==> src/rtl/uart_block_sequencer_pkg.sv <==
// -----------------------------------------------------------------------------
// uart_block_sequencer_pkg
// Shared definitions for the UART-to-cipher block sequencer:
//   - FSM state encoding (FILL, START, RUN, PEND), 2 bits
//   - default bytes per cipher block and the resulting block width
// -----------------------------------------------------------------------------
package uart_block_sequencer_pkg;

    localparam int DEF_BLOCK_BYTES = 16;
    localparam int DEF_BLOCK_W     = 8 * DEF_BLOCK_BYTES;

    typedef enum logic [1:0] {
        ST_FILL  = 2'd0,   // cipher idle, assembling a block
        ST_START = 2'd1,   // launch pulse cycle
        ST_RUN   = 2'd2,   // cipher busy, assembling the next block
        ST_PEND  = 2'd3    // cipher busy, next block complete and held
    } seq_state_e;

endpackage

==> src/rtl/uart_block_sequencer_rx_idle_timer.sv <==
// -----------------------------------------------------------------------------
// rx_idle_timer
// Counts idle clocks since the last received byte. Raises a one-cycle
// combinational `expired` on the clock in which the count would reach
// TIMEOUT_CYCLES, and restarts from zero at that edge.
//
// Ports:
//   clk      in   system clock
//   rst      in   asynchronous active-low reset
//   kick     in   restart the count (byte accepted or assembly cleared)
//   enable   in   a partial block is held and may time out
//   expired  out  timeout reached this cycle
// -----------------------------------------------------------------------------
module rx_idle_timer
    import uart_block_sequencer_pkg::*;
#(
    parameter int TIMEOUT_CYCLES = 2_000_000,
    parameter int TO_W           = 24
) (
    input  logic clk,
    input  logic rst,
    input  logic kick,
    input  logic enable,
    output logic expired
);

    logic [TO_W-1:0] idle_q;
    logic [TO_W-1:0] idle_d;

    // A kick in the same cycle as the final idle clock wins over expiry.
    assign expired = enable && !kick && (idle_q == TO_W'(TIMEOUT_CYCLES - 1));

    // Held at zero while no partial block exists, so a fresh block always
    // starts counting from its first byte.
    always_comb begin
        idle_d = idle_q + TO_W'(1);
        if (kick || !enable || expired) begin
            idle_d = '0;
        end
    end

    always_ff @(posedge clk or negedge rst) begin
        if (!rst) begin
            idle_q <= '0;
        end else begin
            idle_q <= idle_d;
        end
    end

endmodule

==> src/rtl/uart_block_sequencer.sv <==
// -----------------------------------------------------------------------------
// uart_block_sequencer
// Packs UART bytes into cipher blocks (first byte in the MSBs), launches the
// cipher with a one-cycle start pulse and double-buffers the next block while
// the cipher runs. Stale partial blocks are discarded after an idle timeout;
// bytes arriving while a full block is already waiting are dropped and
// flagged.
//
// Ports:
//   clk           in   system clock
//   rst           in   asynchronous active-low reset
//   rxd_done      in   one-cycle strobe, rxd_byte valid
//   rxd_byte      in   received byte
//   clr           in   discard the partial assembly
//   cipher_done   in   one-cycle strobe, cipher finished
//   block_out     out  block presented to the cipher
//   cipher_start  out  one-cycle launch pulse
//   byte_count    out  bytes held in the assembly register
//   overrun       out  one-cycle pulse, byte dropped
//   timeout       out  one-cycle pulse, partial block discarded
// -----------------------------------------------------------------------------
module uart_block_sequencer
    import uart_block_sequencer_pkg::*;
#(
    parameter int  BLOCK_BYTES    = DEF_BLOCK_BYTES,
    parameter int  TIMEOUT_CYCLES = 2_000_000,
    parameter int  TO_W           = 24,
    localparam int BLK_W          = 8 * BLOCK_BYTES,
    localparam int CNT_W          = $clog2(BLOCK_BYTES + 1)
) (
    input  logic             clk,
    input  logic             rst,
    input  logic             rxd_done,
    input  logic [7:0]       rxd_byte,
    input  logic             clr,
    input  logic             cipher_done,
    output logic [BLK_W-1:0] block_out,
    output logic             cipher_start,
    output logic [CNT_W-1:0] byte_count,
    output logic             overrun,
    output logic             timeout
);

    seq_state_e       state_q, state_d;
    logic [BLK_W-1:0] asm_q, asm_d;
    logic [BLK_W-1:0] blk_q, blk_d;
    logic [CNT_W-1:0] cnt_q, cnt_d;
    logic             start_q, start_d;
    logic             ovr_q, ovr_d;
    logic             to_q, to_d;

    logic             expired;
    logic             kick;
    logic             tmr_en;
    logic             last_byte;
    logic             full_in;
    logic [BLK_W-1:0] shifted;

    assign shifted   = {asm_q[BLK_W-9:0], rxd_byte};
    assign last_byte = (cnt_q == CNT_W'(BLOCK_BYTES - 1));
    // Completing byte accepted this cycle (never true in PEND's drop path).
    assign full_in   = rxd_done && !clr && last_byte;

    // Bytes are accepted everywhere except PEND; clr also restarts the timer.
    assign kick   = clr || (rxd_done && (state_q != ST_PEND));
    assign tmr_en = ((state_q == ST_FILL) || (state_q == ST_RUN)) && (cnt_q != '0);

    rx_idle_timer #(
        .TIMEOUT_CYCLES (TIMEOUT_CYCLES),
        .TO_W           (TO_W)
    ) u_idle_timer (
        .clk     (clk),
        .rst     (rst),
        .kick    (kick),
        .enable  (tmr_en),
        .expired (expired)
    );

    always_comb begin
        state_d = state_q;
        asm_d   = asm_q;
        cnt_d   = cnt_q;
        blk_d   = blk_q;
        ovr_d   = 1'b0;
        to_d    = 1'b0;

        if (state_q == ST_PEND) begin
            ovr_d = rxd_done && !clr;
            if (clr) begin
                // Held block discarded; if the cipher finishes in the same
                // cycle there is nothing left to wait for.
                asm_d   = '0;
                cnt_d   = '0;
                state_d = cipher_done ? ST_FILL : ST_RUN;
            end else if (cipher_done) begin
                blk_d   = asm_q;
                asm_d   = '0;
                cnt_d   = '0;
                state_d = ST_START;
            end
        end else begin
            // Assembly datapath shared by FILL, START and RUN.
            if (clr) begin
                asm_d = '0;
                cnt_d = '0;
            end else if (rxd_done) begin
                if (last_byte && ((state_q == ST_FILL) ||
                                  ((state_q == ST_RUN) && cipher_done))) begin
                    blk_d = shifted;
                    asm_d = '0;
                    cnt_d = '0;
                end else if (last_byte) begin
                    asm_d = shifted;
                    cnt_d = CNT_W'(BLOCK_BYTES);
                end else begin
                    asm_d = shifted;
                    cnt_d = cnt_q + CNT_W'(1);
                end
            end else if (expired) begin
                asm_d = '0;
                cnt_d = '0;
                to_d  = 1'b1;
            end

            // Control: cipher_done is only honoured in RUN.
            if (state_q == ST_FILL) begin
                if (full_in) state_d = ST_START;
            end else if (state_q == ST_START) begin
                state_d = full_in ? ST_PEND : ST_RUN;
            end else begin
                if (full_in)          state_d = cipher_done ? ST_START : ST_PEND;
                else if (cipher_done) state_d = ST_FILL;
            end
        end

        start_d = (state_d == ST_START);
    end

    always_ff @(posedge clk or negedge rst) begin
        if (!rst) begin
            state_q <= ST_FILL;
            asm_q   <= '0;
            blk_q   <= '0;
            cnt_q   <= '0;
            start_q <= 1'b0;
            ovr_q   <= 1'b0;
            to_q    <= 1'b0;
        end else begin
            state_q <= state_d;
            asm_q   <= asm_d;
            blk_q   <= blk_d;
            cnt_q   <= cnt_d;
            start_q <= start_d;
            ovr_q   <= ovr_d;
            to_q    <= to_d;
        end
    end

    assign block_out    = blk_q;
    assign cipher_start = start_q;
    assign byte_count   = cnt_q;
    assign overrun      = ovr_q;
    assign timeout      = to_q;

endmodule

==> config.mk <==
export PLATFORM = sky130hd
export DESIGN_NAME = uart_block_sequencer
export DESIGN_NICKNAME = d
export VERILOG_FILES = /design/src/rtl/uart_block_sequencer_pkg.sv /design/src/rtl/uart_block_sequencer_rx_idle_timer.sv /design/src/rtl/uart_block_sequencer.sv
export SDC_FILE = /design/constraint.sdc
export NUM_CORES = 1
export LEC_CHECK = 0
export BUFFER_PORTS_ARGS = -buffer_cell sky130_fd_sc_hd__buf_4
export CORE_MARGIN = 5
export CORE_UTILIZATION = 45
export CTS_BUF_LIST = sky130_fd_sc_hd__clkbuf_8
export DETAILED_ROUTE_END_ITERATION = 16
export PLACE_DENSITY = 0.66
export RECOVER_POWER = 100
export SLEW_MARGIN = 15
export SYNTH_ARGS = -nofsm -noshare
export SYNTH_HDL_FRONTEND = slang
export SYNTH_SLANG_ARGS = --single-unit
==> constraint.sdc <==
create_clock -name clk -period 1.8 [get_ports clk]
set_clock_uncertainty 0.05 [all_clocks]
set_input_delay 0.09 -clock clk [delete_from_list [all_inputs] [get_ports clk]]
set_output_delay 0.09 -clock clk [all_outputs]
set_load 0.1 [all_outputs]
==> impl_metrics.csv <==
group,metric,value,unit
global_route,grt_usage,23.3,%
die,die-area,35500,sq um
critical_path,path_class,"flop to flop",
placement,dpl.hpwl,25.3,mm
min_path,hp-class,"input port to flop",
sta,drv_slew,0,
pwr,powerDensity,857,nW/um^2
pwr,clockPowerShare,34.1,%
global_route,grt_start_max_net_pins,78,
clocking,clkTransAtPathRegs,0.06,ns
pwr,p_comb_share,25.1,%
critical_path,cp-start-kind,"flop",
critical_path,slowest_stage,"dfrtp_4",
critical_path,endpoint,"block_out[110]$_DFFE_PN0P_",
pwr,p_sw_share,36.5,%
sta,max_freq,0.452,GHz
route,via_per_inst,6.03,
sta,postLayoutSetupSlackWorst,-0.414,ns
synth,yosysUniqueCellTypes,41,
critical_path,startpoint,"byte_count[0]$_DFFE_PN0P_",
sta,slew_headroom,27.3,%
synth,synth_cells,1607,
critical_path,rr_startpoint,"byte_count[0]$_DFFE_PN0P_",
route,wire_per_inst,21.4,microns
route,post-route-drc-count,0,
critical_path,reg2reg_setup_slack,-0.41,ns
run_status,failed_checks,"negative setup slack",
critical_path,arrival,2.64,ns
critical_path,ff2ff_path_depth,10,
sta,rsz0062_at_grt,"yes",
global_route,grt_pass1_vias,13095,
die,start_util,45.6,%
critical_path,reg2reg_to,"block_out[110]$_DFFE_PN0P_",
sta,setup_violations,287,
sta,period_minus_slack,2.21,ns
die,rows,65,
cells_and_area,utilization,65.2,%
sta,final-hold-violation-count,0,
placement,port_buffers,148,
synth,netlist_area,14300,sq um
pwr,internal-power,11.2,mW
critical_path,cp_slowest_stage_delay,0.44,ns
cells_and_area,finalNetCount,1871,
synth,synth_warnings,0,
synth,syn_nets,1624,
clocking,htreeDepth,2,
critical_path,path_cells,"ha_4, and3_4, ha_4, nand2_4, a221oi_4, buf_6, clkbuf_16, clkbuf_16, nor2_2, a31oi_1",
global_route,grt_pass1_wl,69.4,mm
sta,fin_hold_ws,0.0584,ns
route,wl,49.1,mm
synth,synth_seq_cells,290,
pwr,peakVddDrop,0.612,mV
placement,place_congestion,0.797,
global_route,antenna_found_initial,0,
die,coreArea,31500,sq um
clocking,cts_tree,"done",
global_route,gr-total-overflow,0,
die,die_w,188,microns
run_status,status,"finished with violations",
synth,synth_seq_area_share,50.6,%
critical_path,required,2.23,ns
clocking,cts_sinks,290,
pwr,seqPwrFrac,40.8,%
die,fp.dieH,188,microns
die,io_pins,149,
route,ant_nets,0,
clocking,clkLatencyLatePin,0.59,ns
cells_and_area,n_antenna_cell,0,
sta,fin_crit_sh,123,%
job,cap_violations,0,
sta,worstMarginPinSlew,1.09,ns
route,via_count,13826,
route,firstDrtPassIters,6,
cells_and_area,area_growth,43.2,%
route,drt_iter0_drc,1306,
clocking,clock_path_buffers,3,
synth,syn_avg_cell_area,8.92,sq um
pwr,power_switching,6.43,mW
critical_path,critPathCaptureType,"flop",
pwr,p_leak,9.22,nW
placement,place_ws,-0.352,ns
critical_path,cp_max_fo,7,
cells_and_area,drive_above_1_share,35.3,%
clocking,ctsRootBufferMaster,"clkbuf_8",
clocking,cts_made_buffers,50,
## Yosys cell counts
library cell  number  share of area [%]
a21oi_1           11               0.38
a221oi_2           1               0.10
a311oi_2           1               0.10
a31oi_1          128                5.6
and2_1             3               0.13
and3_1             2              0.087
and4_1             5               0.31
buf_1              2              0.052
buf_2             54                1.9
buf_4              2               0.10
buf_6              2               0.16
clkbuf_1          87                2.3
dfrtp_1          290                 51
ha_1               4               0.35
inv_1            133                3.5
nand2_1          393                 10
nand2b_1           3               0.13
nand3_1           11               0.38
nand4_1            8               0.35
nand4_2            1              0.087
nand4_4            2               0.30
nor2_1           148                3.9
nor2b_1            5               0.22
nor3_1             3               0.10
nor3_4             1               0.11
nor4_1             1              0.044
nor4b_1            1              0.061
nor4b_2            1               0.10
o211ai_1          93                4.9
o211ai_2          40                3.5
o21a_1             1              0.052
o21ai_0           11               0.38
o21bai_1           1              0.052
o311ai_0           8               0.49
o311ai_1         123                7.5
o31ai_1            3               0.16
or2_1              1              0.044
or3_1              6               0.26
or4_1              4               0.21
xnor2_1            1              0.061
xor2_1            12               0.73
## sequential cells by signal, indices dropped and copies added, names as in the netlist
name,flops
state_q,2
overrun,1
asm_q,128
block_out,128
cipher_start,1
timeout,1
u_idle_timer.idle_q,24
byte_count,5
## metrics by stage
stage          cell area, sq um  cells  power, mW  setup TNS (ns)
4_1_cts                   18300   2243       17.3          -73.85
6_report                  20500   2292       17.6          -89.67
3_5_place_dp              16600   2119       11.1          -72.88
5_1_grt                   20500   2292       18.2         -107.58
2_1_floorplan             14600   1607       10.0          -91.70
3_3_place_gp              16600   2119       11.0          -65.98
## power by group through the flow
stage                     clock network (mW)  logic, mW  registers [mW]
after floorplan                            0      0.692            9.30
after global placement                     0       3.80            7.25
after detailed placement                   0       3.83            7.25
after CTS                               6.08       4.13            7.14
after global routing                    6.41       4.59            7.23
final                                   6.00       4.42            7.19
## final cells by class
cell class,count,area (sq um)
multi-input cells,1037,7640
well taps,402,503
clock inverters,22,88.8
clock buffers,66,908
fillers,2396,10900
inverters,133,502
repair buffers,342,3620
flip-flops and latches,290,7270
## cells by family after synthesis
family	synth area share (%)
compound gates	23.2
xor+xnor	0.794
fa+ha+maj	0.349
buf+inv	7.96
flops	50.6
simple gates	17.1
## how the worst min path moves through the flow
| stage | startpoint | end | slack [ns] | cells past startpoint |
|---|---|---|---|---|
| 6_report | clr | byte_count[2]$_DFFE_PN0P_ | 0.06 | 5 |
| 5_1_grt | clr | byte_count[0]$_DFFE_PN0P_ | 0.06 | 5 |
| 2_1_floorplan | rst | asm_q[0]$_DFFE_PN0P_ | -0.26 | 0 |
| 4_1_cts | rst | overrun$_DFF_PN0_ | 0.02 | 2 |
| 3_3_place_gp | rst | asm_q[124]$_DFFE_PN0P_ | 0.04 | 1 |
| 3_5_place_dp | rst | asm_q[116]$_DFFE_PN0P_ | 0.03 | 1 |
## repair_timing
action,CTS,global route
buffers inserted,16,15
pin swaps,5,16
hold buffers,12,0
gates resized for setup,45,341
endpoints found under the hold margin,313,0
gates cloned,8,37
setup endpoints to repair,285,287
## layout by cell type, fill, tap and decap left out, drive strengths merged
master       netlist  final
a21oi             11     11
a221oi             1      1
a311oi             1      1
a31oi            128    128
and2               3      3
and3               2      2
and4               5      5
buf               60    194
clkbuf            87    202
clkinv             0      5
dfrtp            290    290
dlygate4sd3        0     12
ha                 4      4
inv              133    150
nand2            393    393
nand2b             3      3
nand3             11     11
nand4             11     11
nor2             148    148
nor2b              5      5
nor3               4      4
nor4               1      1
nor4b              2      2
o211ai           133    133
o21a               1      1
o21ai             11     11
o21bai             1      1
o311ai           131    131
o31ai              3      3
or2                1      1
or3                6      6
or4                4      4
xnor2              1      1
xor2              12     12
## critical path: cells and delay by family (launching register included)
kind / cells / cell delay [ns]
buffers and inverters: 3 / 0.59
AO/OA/AOI/OAI: 2 / 0.45
flip-flops: 1 / 0.44
adder cells (fa/ha/maj): 2 / 0.29
AND/OR/NAND/NOR: 3 / 0.29
## layer usage
metal	global-route usage, %	up-vias	part of all wire [%]	wire [microns]
met3	4.04	129	6.6	3240
met4	7.68	0	3.2	1580
li1	-	6206	-	-
met2	36.7	543	48	23600
met5	0	-	0	0
met1	33.1	6948	42	20700
(Power assumes the default switching activity.)
